`src/rtl/viterbi_pkg.sv`:
```
// Shared constants, types and trellis helpers for the 4-state, K=3 Viterbi decoder.
package viterbi_pkg;

    localparam int NUM_STATES = 4;
    localparam int BM_W       = 2;

    typedef logic [BM_W-1:0] bm_t;

    // Predecessor of state n along branch k: the older input bit n[0] moves
    // into bit 1 and k is the bit that falls off the shift register.
    function automatic logic [1:0] pred(input logic [1:0] n, input logic k);
        return {n[0], k};
    endfunction

endpackage

```
`src/rtl/viterbi_acs_cell.sv`:
```
// One add-compare-select cell: extends both candidate paths into a state,
// keeps the cheaper one and reports which predecessor won. Purely combinational.
module viterbi_acs_cell
    import viterbi_pkg::*;
#(
    parameter int PM_W = 8
) (
    input  logic [PM_W-1:0] pm_k0,
    input  logic [PM_W-1:0] pm_k1,
    input  bm_t             bm_k0,
    input  bm_t             bm_k1,
    output logic [PM_W-1:0] pm_new,
    output logic            sel
);

    logic [PM_W-1:0] c0;
    logic [PM_W-1:0] c1;

    // Candidate metrics; the normalization bound keeps these sums from wrapping.
    always_comb begin
        c0     = pm_k0 + PM_W'(bm_k0);
        c1     = pm_k1 + PM_W'(bm_k1);
        // Strict compare so a tie keeps predecessor k=0.
        sel    = (c1 < c0);
        pm_new = sel ? c1 : c0;
    end

endmodule

```
`src/rtl/viterbi_pmu.sv`:
```
// Path-metric unit for the rate-1/2, K=3, 4-state Viterbi decoder.
// Holds the path-metric registers, the frame-start metric mux, MSB
// normalization and the registered survivor decisions.
// Optional feature: define VITERBI_PMU_BEST_STATE_EN to build the registered
// argmin (best_state); otherwise best_state is tied to state 0.
module viterbi_pmu
    import viterbi_pkg::*;
#(
    parameter int PM_W    = 8,
    parameter int INIT_PM = 16
) (
    input  logic                             clk,
    input  logic                             rst,
    input  logic                             in_valid,
    input  logic                             frame_start,
    input  bm_t  [2*NUM_STATES-1:0]          bm,
    output logic [NUM_STATES-1:0]            sel_out,
    output logic                             out_valid,
    output logic [NUM_STATES-1:0][PM_W-1:0]  pm_out,
    output logic [1:0]                       best_state
);

    localparam logic [PM_W-1:0] INIT_V = PM_W'(INIT_PM);

    logic [NUM_STATES-1:0][PM_W-1:0] pm_q, pm_d;
    logic [NUM_STATES-1:0]           sel_q, sel_d;
    logic                            out_valid_q, out_valid_d;

    logic [NUM_STATES-1:0][PM_W-1:0] old_pm;
    logic [NUM_STATES-1:0][PM_W-1:0] acs_pm;
    logic [NUM_STATES-1:0][PM_W-1:0] norm_pm;
    logic [NUM_STATES-1:0]           acs_sel;
    logic                            all_msb;

    // Old metrics: registered state, or the frame-start initial metrics.
    always_comb begin
        for (int i = 0; i < NUM_STATES; i++) begin
            if (frame_start) begin
                old_pm[i] = (i == 0) ? '0 : INIT_V;
            end else begin
                old_pm[i] = pm_q[i];
            end
        end
    end

    for (genvar n = 0; n < NUM_STATES; n++) begin : g_acs
        localparam logic [1:0] P0 = pred(2'(n), 1'b0);
        localparam logic [1:0] P1 = pred(2'(n), 1'b1);

        viterbi_acs_cell #(
            .PM_W (PM_W)
        ) u_acs (
            .pm_k0  (old_pm[P0]),
            .pm_k1  (old_pm[P1]),
            .bm_k0  (bm[2*n]),
            .bm_k1  (bm[2*n+1]),
            .pm_new (acs_pm[n]),
            .sel    (acs_sel[n])
        );
    end

    // Normalization: once every metric has crossed half range, drop the MSB
    // from all four; relative distances are unchanged.
    always_comb begin
        all_msb = 1'b1;
        for (int i = 0; i < NUM_STATES; i++) begin
            all_msb = all_msb & acs_pm[i][PM_W-1];
        end
        for (int i = 0; i < NUM_STATES; i++) begin
            norm_pm[i] = acs_pm[i];
            if (all_msb) begin
                norm_pm[i][PM_W-1] = 1'b0;
            end
        end
    end

    // Next-state selection: advance on a valid step, otherwise hold.
    always_comb begin
        // NOTE: every combinational output gets a value on every path, so no latch is inferred.
        pm_d        = pm_q;
        sel_d       = sel_q;
        out_valid_d = in_valid;
        if (in_valid) begin
            pm_d  = norm_pm;
            sel_d = acs_sel;
        end
    end

    // Metric and decision registers with synchronous reset taking priority.
    always_ff @(posedge clk) begin
        // NOTE: sequential state uses non-blocking assignments so all flops update from the same pre-edge values.
        if (rst) begin
            for (int i = 0; i < NUM_STATES; i++) begin
                pm_q[i] <= (i == 0) ? '0 : INIT_V;
            end
            sel_q       <= '0;
            out_valid_q <= 1'b0;
        end else begin
            pm_q        <= pm_d;
            sel_q       <= sel_d;
            out_valid_q <= out_valid_d;
        end
    end

    assign pm_out    = pm_q;
    assign sel_out   = sel_q;
    assign out_valid = out_valid_q;

`ifdef VITERBI_PMU_BEST_STATE_EN
    logic [1:0]      best_q, best_d;
    logic [1:0]      arg_idx;
    logic [PM_W-1:0] arg_min;

    // Argmin over the new metrics; strict compare keeps the lowest index on ties.
    always_comb begin
        arg_idx = 2'd0;
        arg_min = norm_pm[0];
        for (int i = 1; i < NUM_STATES; i++) begin
            if (norm_pm[i] < arg_min) begin
                arg_min = norm_pm[i];
                arg_idx = 2'(i);
            end
        end
        best_d = in_valid ? arg_idx : best_q;
    end

    // Best-state register, updated alongside the metrics.
    always_ff @(posedge clk) begin
        if (rst) begin
            best_q <= 2'd0;
        end else begin
            best_q <= best_d;
        end
    end

    assign best_state = best_q;
`else
    assign best_state = 2'b00;
`endif

endmodule

```
`config.mk`:
```
export PLATFORM = sky130hd
export DESIGN_NAME = viterbi_pmu
export DESIGN_NICKNAME = d
export VERILOG_FILES = /design/src/rtl/viterbi_pkg.sv /design/src/rtl/viterbi_acs_cell.sv /design/src/rtl/viterbi_pmu.sv
export SDC_FILE = /design/constraint.sdc
export NUM_CORES = 1
export LEC_CHECK = 0
export ABC_AREA = 1
export CORE_MARGIN = 1
export CORE_UTILIZATION = 60
export CTS_CLUSTER_SIZE = 30
export DETAILED_ROUTE_END_ITERATION = 16
export DONT_BUFFER_PORTS = 1
export PLACE_DENSITY = 0.76
export SLEW_MARGIN = 20
export SYNTH_ARGS = -nofsm -noshare
export SYNTH_HDL_FRONTEND = slang
export SYNTH_SLANG_ARGS = --single-unit
```
`constraint.sdc`:
```
create_clock -name clk -period 6 [get_ports clk]
set_clock_uncertainty 0.05 [all_clocks]
set_input_delay 0.6 -clock clk [delete_from_list [all_inputs] [get_ports clk]]
set_output_delay 0.6 -clock clk [all_outputs]
set_load 0.005 [all_outputs]
```
==> summary.txt <==
Detailed Route WL: 10900 um
CTS Buf Count: 5
Initial Util: 62.83%
I/O pins: 59
Hold path cells: 1
Post-DRT Antenna Nets: 0
WL per Instance: 15.56 um
Grt total ovfl: 0
DR vias: 3901
# setup viols final: 0
RSZ-0062 raised after global routing: false
Core footprint: 6422 um2
FP Rows: 29
CTS Buffer Depth: 2
Rel. slew slack: 45.09%
Fin. Hold Viols: 0
Mapped Cells: 632
#FFs+latches synth: 37
Async set-reset flop share out of synthesis: 0%
Failing checks: DRC
Worst Setup End Kind: flop
Postcts setup bufs: 0
Clk slew on worst S/H paths: 90 ps
Worst hold path type: in -> reg
Largest cells by area after synthesis: dfxtp_1 (18%), nand2_1 (16%), ha_1 (14%)
R2r startpoint: pm_out[16]
Via/cell ratio: 5.573
Final period utilization: 65.03%
Number of flops mapped to enable cells by yosys: 0
Skew-Pair Late Insertion Delay: 300 ps
Post-CTS Hold Buffers: 0
Netlist Area Pre-Place: 4035 um2
Cell taking the most area after synthesis: dfxtp_1
Reg2Reg Setup Slack: 2580 ps
Top cells by count, synth: nand2_1 (174), inv_1 (111), a21oi_1 (51), ha_1 (44)
Largest net degree at the start of global routing: 40
Worst setup path startpoint: frame_start
CP max stage delay: 650 ps
Outcome: finished, violations left
Startpoint types: input pin
Ant diodes: 0
Top FF cell, synth: dfxtp_1
Starting DRT DRC Count: 208
Avg Cell Area, Syn: 6.385 um2
Initial antenna violation count: 0
Highest-delay cell along the critical path: a21oi_1
Critical Path Most Common Cell: nand2_1
Slew @ Worst Pin: 823.6 ps
H-tree depth: 2
Arrival time worst endpoint: 4050 ps
Critical R2R Capture: pm_out[15]
Die Width: 84.01 um
Die Ht: 84.01 um
Port Buffers: 0
Share of layout cells above drive strength 1: 6.421%
Yosys warnings: 0
Remaining DRCs: 2
Number of global-route vias before repair: 3666
Clock tree sinks: 37
Drt pass-1 iters: 13
TritonCTS clock tree: built
Nets: 686
Worst Path Required: 6150 ps
Final core area utilization: 64.82%
Setup crit end: pm_out[15]
Post-synthesis sequential area ratio: 18.36%
Setup TNS: 0 ps
Maximum clock frequency: 256.3 MHz
Die area: 7057 um2
Fin. max-slew vios: 0
Synth cell types: 34
Root Driver: clkbuf_8
Yosys top cell area share: 18.36%
Post-DP HPWL: 8526 um
Power density over the cells: 198.0 nW/um2
Synth-to-layout area growth: 3.163%
GRT Total Usage: 32.00%
Tmin final: 3902 ps
Placer Congestion: 0.8949
Top-count cell post-synth: nand2_1
Crit-path cells: inv_2, buf_4, nand2_4, xor2_1, inv_1, ha_1, inv_1, nand2_1, nand2_1, xor2_1, ha_1, nand2_1, a21oi_1, nand2b_1, a21oi_1, nand2_1, nand2_1, nand4_2, nand2_1, a21oi_1
Worst Setup Path Type: in -> reg
Max_cap viols: 0
# resized after CTS: 0
Maximum VDD drop: 0.1137 mV
First-pass GRT wire length: 17820 um
CP Max Fanout: 30
Static Leak: 0.002055 uW
Reg2Reg Depth: 18
## worst max-delay path, delay by kind of cell
family	cells	cell delay, ps
adder cells (fa/ha/maj)	2	440
buffers and inverters	4	910
XOR/XNOR	2	340
AND/OR/NAND/NOR	9	1000
AO/OA/AOI/OAI	3	760
## layout make-up
| class | instances | area [um2] |
|---|---|---|
| Sequential cell | 37 | 740.7 |
| Fill cell | 614 | 2260 |
| Timing Repair Buffer | 2 | 15.01 |
| Clock buffer | 5 | 68.82 |
| Inverter | 116 | 435.4 |
| Multi-Input combinational cell | 460 | 2741 |
| Tap cell | 77 | 96.34 |
| Clock inverter | 3 | 65.06 |
## power breakdown
part	total [uW]	internal [uW]	switching [uW]
clock network	271	165	106
registers	297	266	31.2
logic	256	84.6	172
## per-stage QoR
step | std cells | total power, uW | setup WS [ps] | hold WS [ps] | area [um2]
detailed placement | 692 | 554.3 | 1875 | 440.9 | 4029
finish | 700 | 824.2 | 2098 | 299.9 | 4163
floorplan | 633 | 499.2 | 2945 | 424.7 | 4039
CTS | 700 | 825.3 | 2162 | 295.6 | 4163
global route | 700 | 877.4 | 1702 | 294.0 | 4163
global placement | 692 | 544.6 | 2018 | 433.7 | 4029
## per-layer routing
metal / vias up / global-route usage, % / share of wire [%]
met5: - / 0 / 0
met1: 1770 / 38.32 / 42
met4: 0 / 15.36 / 3.9
met3: 29 / 4.352 / 5.5
met2: 134 / 56.11 / 49
li1: 1968 / - / -
## state kept, by name (all words and copies together), names as in the netlist
register,cells
pm_out,32
sel_out,4
out_valid,1
## how the worst min path moves through the flow
stage | startpoint | endpoint | slack [ps]
final | rst | pm_out[0] | 300
after global placement | pm_out[16] | pm_out[16] | 430
after floorplan | pm_out[0] | pm_out[0] | 420
after detailed placement | pm_out[16] | pm_out[16] | 440
after CTS | rst | pm_out[0] | 300
after global routing | rst | pm_out[25] | 290
## logic make-up (layout without fill, tap and decap cells)
family | count (synthesis) | in the layout | share of synthesized area, %
buffers and inverters | 136 | 126 | 13.80
flip-flops | 37 | 37 | 18.36
XOR/XNOR | 43 | 43 | 9.333
adder cells (fa/ha/maj) | 44 | 44 | 13.64
AND/OR/NAND/NOR | 269 | 269 | 29.98
other | 1 | 2 | 0.09293
AO/OA/AOI/OAI | 102 | 102 | 14.79
## layout by cell type (no fill, tap or decap), types with 2 or more instances in the layout
| cell type | instances |
|---|---|
| nand2_1 | 174 |
| inv_1 | 111 |
| a21oi_1 | 51 |
| ha_1 | 44 |
| nor2_1 | 37 |
| dfxtp_1 | 37 |
| xor2_1 | 33 |
| nand3_1 | 28 |
| o211ai_1 | 19 |
| o21ai_0 | 18 |
| xnor2_1 | 10 |
| nand4_1 | 8 |
| o21ai_1 | 7 |
| nand2_4 | 5 |
| clkbuf_8 | 5 |
| inv_2 | 4 |
| a21oi_2 | 4 |
| nor2_2 | 4 |
| nand3_4 | 3 |
| nor2_4 | 3 |
| a21oi_4 | 2 |
| nand2b_1 | 2 |
| conb_1 | 2 |
| bufinv_16 | 2 |
| buf_4 | 2 |
(Power assumes the default switching activity.)
==> RTL edit 1, RTL diff (config.mk and constraints unchanged) <==
`NUM_STATES`: 4 -> 8.
--- a/src/rtl/viterbi_pkg.sv
+++ b/src/rtl/viterbi_pkg.sv
@@ -3,3 +3,3 @@
 
-    localparam int NUM_STATES = 4;
+    localparam int NUM_STATES = 8;
     localparam int BM_W       = 2;
Ports: changed (resized bm, pm_out and sel_out); port bits go from 59 to 111. The function was not compared with the original's and may differ.
==> RTL edit 1 against the original RTL <==
Sequential cell count up 36. Critical path depth unchanged. Sequential power up 95%. Cell count up 84%. Setup slack got worse by 0.034 ns. Area after synthesis increased by 84%. Routed wire length grew 93%. Cell area up 87%. Synthesized cell count grew 80%. Non-clock buffer count did not move. Total power is 95% higher. Count of clock-buffer cells in the layout increased by 7.
==> RTL edit 1: results <==
set metrics [dict create \
    grt_max_degree 71 \
    nNetsFinal 1240 \
    status "finished clean" \
    switching_share_pct 38.6 \
    htreeDepth 3 \
    n_fill_cell 1169 \
    tightest_slew_ns 0.935 \
    via_per_inst 5.47 \
    drive_gt1_share_pct 5.89 \
    synth.area.top_cells "dfxtp_1 20%, ha_1 15%, nand2_1 14%, xor2_1 11%, inv_1 9.5%" \
    ys_types 45 \
    yosys-top-cells-count "274 x nand2_1, 188 x inv_1, 98 x a21oi_1, 92 x xor2_1, 88 x ha_1" \
    drt_pre_antenna_iters 6 \
    cts.clk_slew.worst_paths_ns 0.07 \
    p_leak_nw 3.88 \
    slowest_delay_ns 0.67 \
    num_vias 7049 \
    gp_congestion 0.975 \
    insertion_delay_ns 0.35 \
    numCtsBuffers 9 \
    largest_reg_flops 64 \
    first_global_vias 6579 \
    dpl_worst_slack_ns 1.91 \
    path_max_fanout 13 \
    routed_wirelength_mm 21.0 \
    diodes 0 \
    placed_cells_incl_taps 1273 \
    syn_avg_cell_area_sq_um 6.55 \
    cp.arrival_ns 4.12 \
    layout_min_cycle_time_ns 3.94 \
    grt_pass1_wl_mm 33.9 \
    peakVddDrop_v 0.000200 \
    yosysSeqAreaShare_pct 19.7 \
    drt_iter0_drc 762 \
]
## RTL edit 1: area by class of cell
| cell class | count | area share [%] |
|---|---|---|
| Timing Repair Buffer | 2 | 0.193 |
| Clock inverter | 4 | 0.371 |
| Inverter | 205 | 9.98 |
| Tap cell | 168 | 2.71 |
| Multi-Input combinational cell | 825 | 64.8 |
| Clock buffer | 12 | 3.17 |
| Sequential cell | 73 | 18.8 |
## RTL edit 1: cells by family after synthesis
kind of cell | share of synthesized area [%]
AO/OA/AOI/OAI | 16.4
other | 0.0504
adder cells (fa/ha/maj) | 14.8
buffers and inverters | 12.8
AND/OR/NAND/NOR | 25.0
flip-flops | 19.7
XOR/XNOR | 11.3
## RTL edit 1: worst paths after layout
check	startpoint	end	cells after the start
worst min register to register	pm_out[47]	pm_out[47]	2
worst max register to register	pm_out[8]	pm_out[15]	20
worst min-delay path	rst	pm_out[25]	1
worst max-delay path	pm_out[8]	pm_out[15]	20
## RTL edit 1: power by group through the flow
stage / combinational [mW] / sequential, mW / clock [mW]
floorplan: 0.402 / 0.572 / 0
global placement: 0.494 / 0.589 / 0
detailed placement: 0.501 / 0.589 / 0
CTS: 0.505 / 0.579 / 0.523
global route: 0.585 / 0.585 / 0.541
finish: 0.510 / 0.579 / 0.521
## RTL edit 1: metrics by stage
step                      hold WS [ns]  cell area (sq um)
after floorplan                  0.412               7440
after global placement           0.417               7490
after detailed placement         0.421               7490
after CTS                        0.254               7760
after global routing             0.263               7760
final                            0.269               7760
## RTL edit 1: per-layer routing
metal	GRT usage (%)	wire length (um)	up-vias
met5	0	0	-
met4	15.1	773	0
met3	7.87	1790	46
met2	51.9	9030	277
met1	45.8	9410	3145
li1	-	-	3581
==> RTL edit 2, RTL diff (same flow settings) <==
Without the edit above. The output `out_valid` loses its register stage (`out_valid_q` becomes a continuous assignment).
--- a/src/rtl/viterbi_pmu.sv
+++ b/src/rtl/viterbi_pmu.sv
@@ -96,3 +96,2 @@
             sel_q       <= '0;
-            out_valid_q <= 1'b0;
         end else begin
@@ -100,5 +99,6 @@
             sel_q       <= sel_d;
-            out_valid_q <= out_valid_d;
         end
     end
+
+    assign out_valid_q = out_valid_d;
 
Formal check against the unedited RTL: not equivalent (a bounded check fails within 4 cycles, from zero or initial values and one cycle with rst high).
==> RTL edit 2 against the original RTL <==
Routed wire length shrank 6.7%. Synthesized cell count shrank 0.47%. Sequential cell count shrank 1. Setup slack gained 0.19 ns. Area after synthesis shrank 2.4%. Total power shrank 7.8%. Cell area shrank 2.8%. Core utilization shrank 1.1 points. First-iteration DRC count grew 51%. Critical path type unchanged. Largest cell class unchanged.
==> RTL edit 2: results <==
set metrics [dict create \
    status "finished clean" \
    syn_avg_cell_area_sq_um 6.26 \
    grt_pass1_wl_mm 16.9 \
    postCtsSetupRepairBufs 0 \
    routed_wirelength_mm 10.2 \
    holdCritStartpoint "rst" \
    first_global_vias 3605 \
    dp_hpwl_mm 7.95 \
    routedWlPerCell_um 14.6 \
    via_per_inst 5.58 \
    antenna_found_initial 0 \
    ys_types 36 \
    crit_path_start "frame_start" \
    root_buffer "clkbuf_8" \
    n_fill_cell 604 \
    hp-class "input port to register" \
    largest_reg_flops 32 \
    gp_congestion 0.949 \
    htreeDepth 2 \
    insertion_delay_ns 0.29 \
    yosys-top-cells-count "172 x nand2_1, 111 x inv_1, 47 x a21oi_1, 44 x ha_1" \
    power.switching_uw 296 \
    yosysSeqAreaShare_pct 18.3 \
    diodes 0 \
    placed_cells_incl_taps 688 \
    portBuffers 0 \
    clock_path_buffers 2 \
    postCtsResizedCells 0 \
    slew_headroom_pct 31.9 \
    drt_pre_antenna_iters 5 \
    synth.area.top_cells "dfxtp_1 18%, nand2_1 16%, ha_1 14%, inv_1 11%, xor2_1 7.3%" \
    cts.clk_slew.worst_paths_ns 0.08 \
    path_max_fanout 40 \
    drive_gt1_share_pct 5.98 \
    ys.flop_type "dfxtp_1" \
    peakVddDrop_v 0.000161 \
    grt_max_degree 42 \
    rr_startpoint "pm_out[25]" \
    area_growth_pct 2.73 \
    p_leak_nw 2.03 \
    dpl_cell_area_sq_um 3930 \
    track_usage_pct 29.8 \
    nNetsFinal 682 \
    cp.arrival_ns 3.85 \
    numCtsBuffers 5 \
    drt_iter0_drc 314 \
    async_reset_ff_share_pct 0 \
    dpl_worst_slack_ns 2.01 \
    yosysWarnings 0 \
]
[RTL edit 2: cell count changes after synthesis, moves of 3 or more]
cell	delta
a21oi_1	-4
o211ai_1	-4
a31oi_1	+3
nand2_2	+6
nand2_4	-4
o21ai_0	+4
nand3_2	+3
nand3_1	+3
[RTL edit 2: cells by family (layout without fill, tap and decap cells)]
logic type	Yosys count	after routing	synth area share, %
simple gates	271	271	29.9
buf+inv	135	124	13.7
compound gates	99	99	14.4
fa+ha+maj	44	44	14.0
other cells	1	2	0.0952
xor+xnor	43	43	9.56
flops	36	36	18.3
[RTL edit 2: path summary, 6_finish.rpt]
path	slack, ns	endpoint	cells after the start
setup reg to reg	2.78	pm_out[15]	19
hold / removal	0.31	pm_out[17]	1
hold reg to reg	0.45	pm_out[16]	2
setup / recovery	2.28	pm_out[15]	23
[RTL edit 2: layout make-up]
| class | count | share of cell area [%] |
|---|---|---|
| multi-input cells | 459 | 66.3 |
| flip-flops and latches | 36 | 17.8 |
| inverters | 116 | 10.8 |
| well taps | 77 | 2.38 |
| clock buffers | 5 | 1.70 |
| clock inverters | 3 | 1.05 |
[RTL edit 2: critical path, cell delays in order]
cell and delay [ns]:
inv_2 0.54, nand3_1 0.22, nand2_1 0.13, inv_1 0.05, ha_1 0.17, inv_1 0.05, nand2_1 0.12, nand2_1 0.12
xor2_1 0.22, inv_1 0.07, ha_1 0.27, nand2_1 0.08, nor2_1 0.05, nor2_1 0.08, nand2_1 0.05, inv_1 0.05
nand2_1 0.28, inv_1 0.25, nand2_1 0.10, nand2_1 0.10, nand4_2 0.10, nand2_1 0.08, a21oi_1 0.06
[RTL edit 2: power by group through the flow]
stage / sequential, mW / clock, mW / combinational (mW)
3_3_place_gp: 0.291 / 0 / 0.238
2_1_floorplan: 0.284 / 0 / 0.201
4_1_cts: 0.286 / 0.228 / 0.248
5_1_grt: 0.289 / 0.233 / 0.286
6_report: 0.286 / 0.222 / 0.252
3_5_place_dp: 0.291 / 0 / 0.246
[RTL edit 2: layer usage]
metal  vias up  wire, um  global-route usage (%)
met2       161      4240                    46.0
li1       1961         -                       -
met4         0       155                    5.80
met1      1749      4940                    42.0
met5         -         0                       0
met3        16       841                    7.55
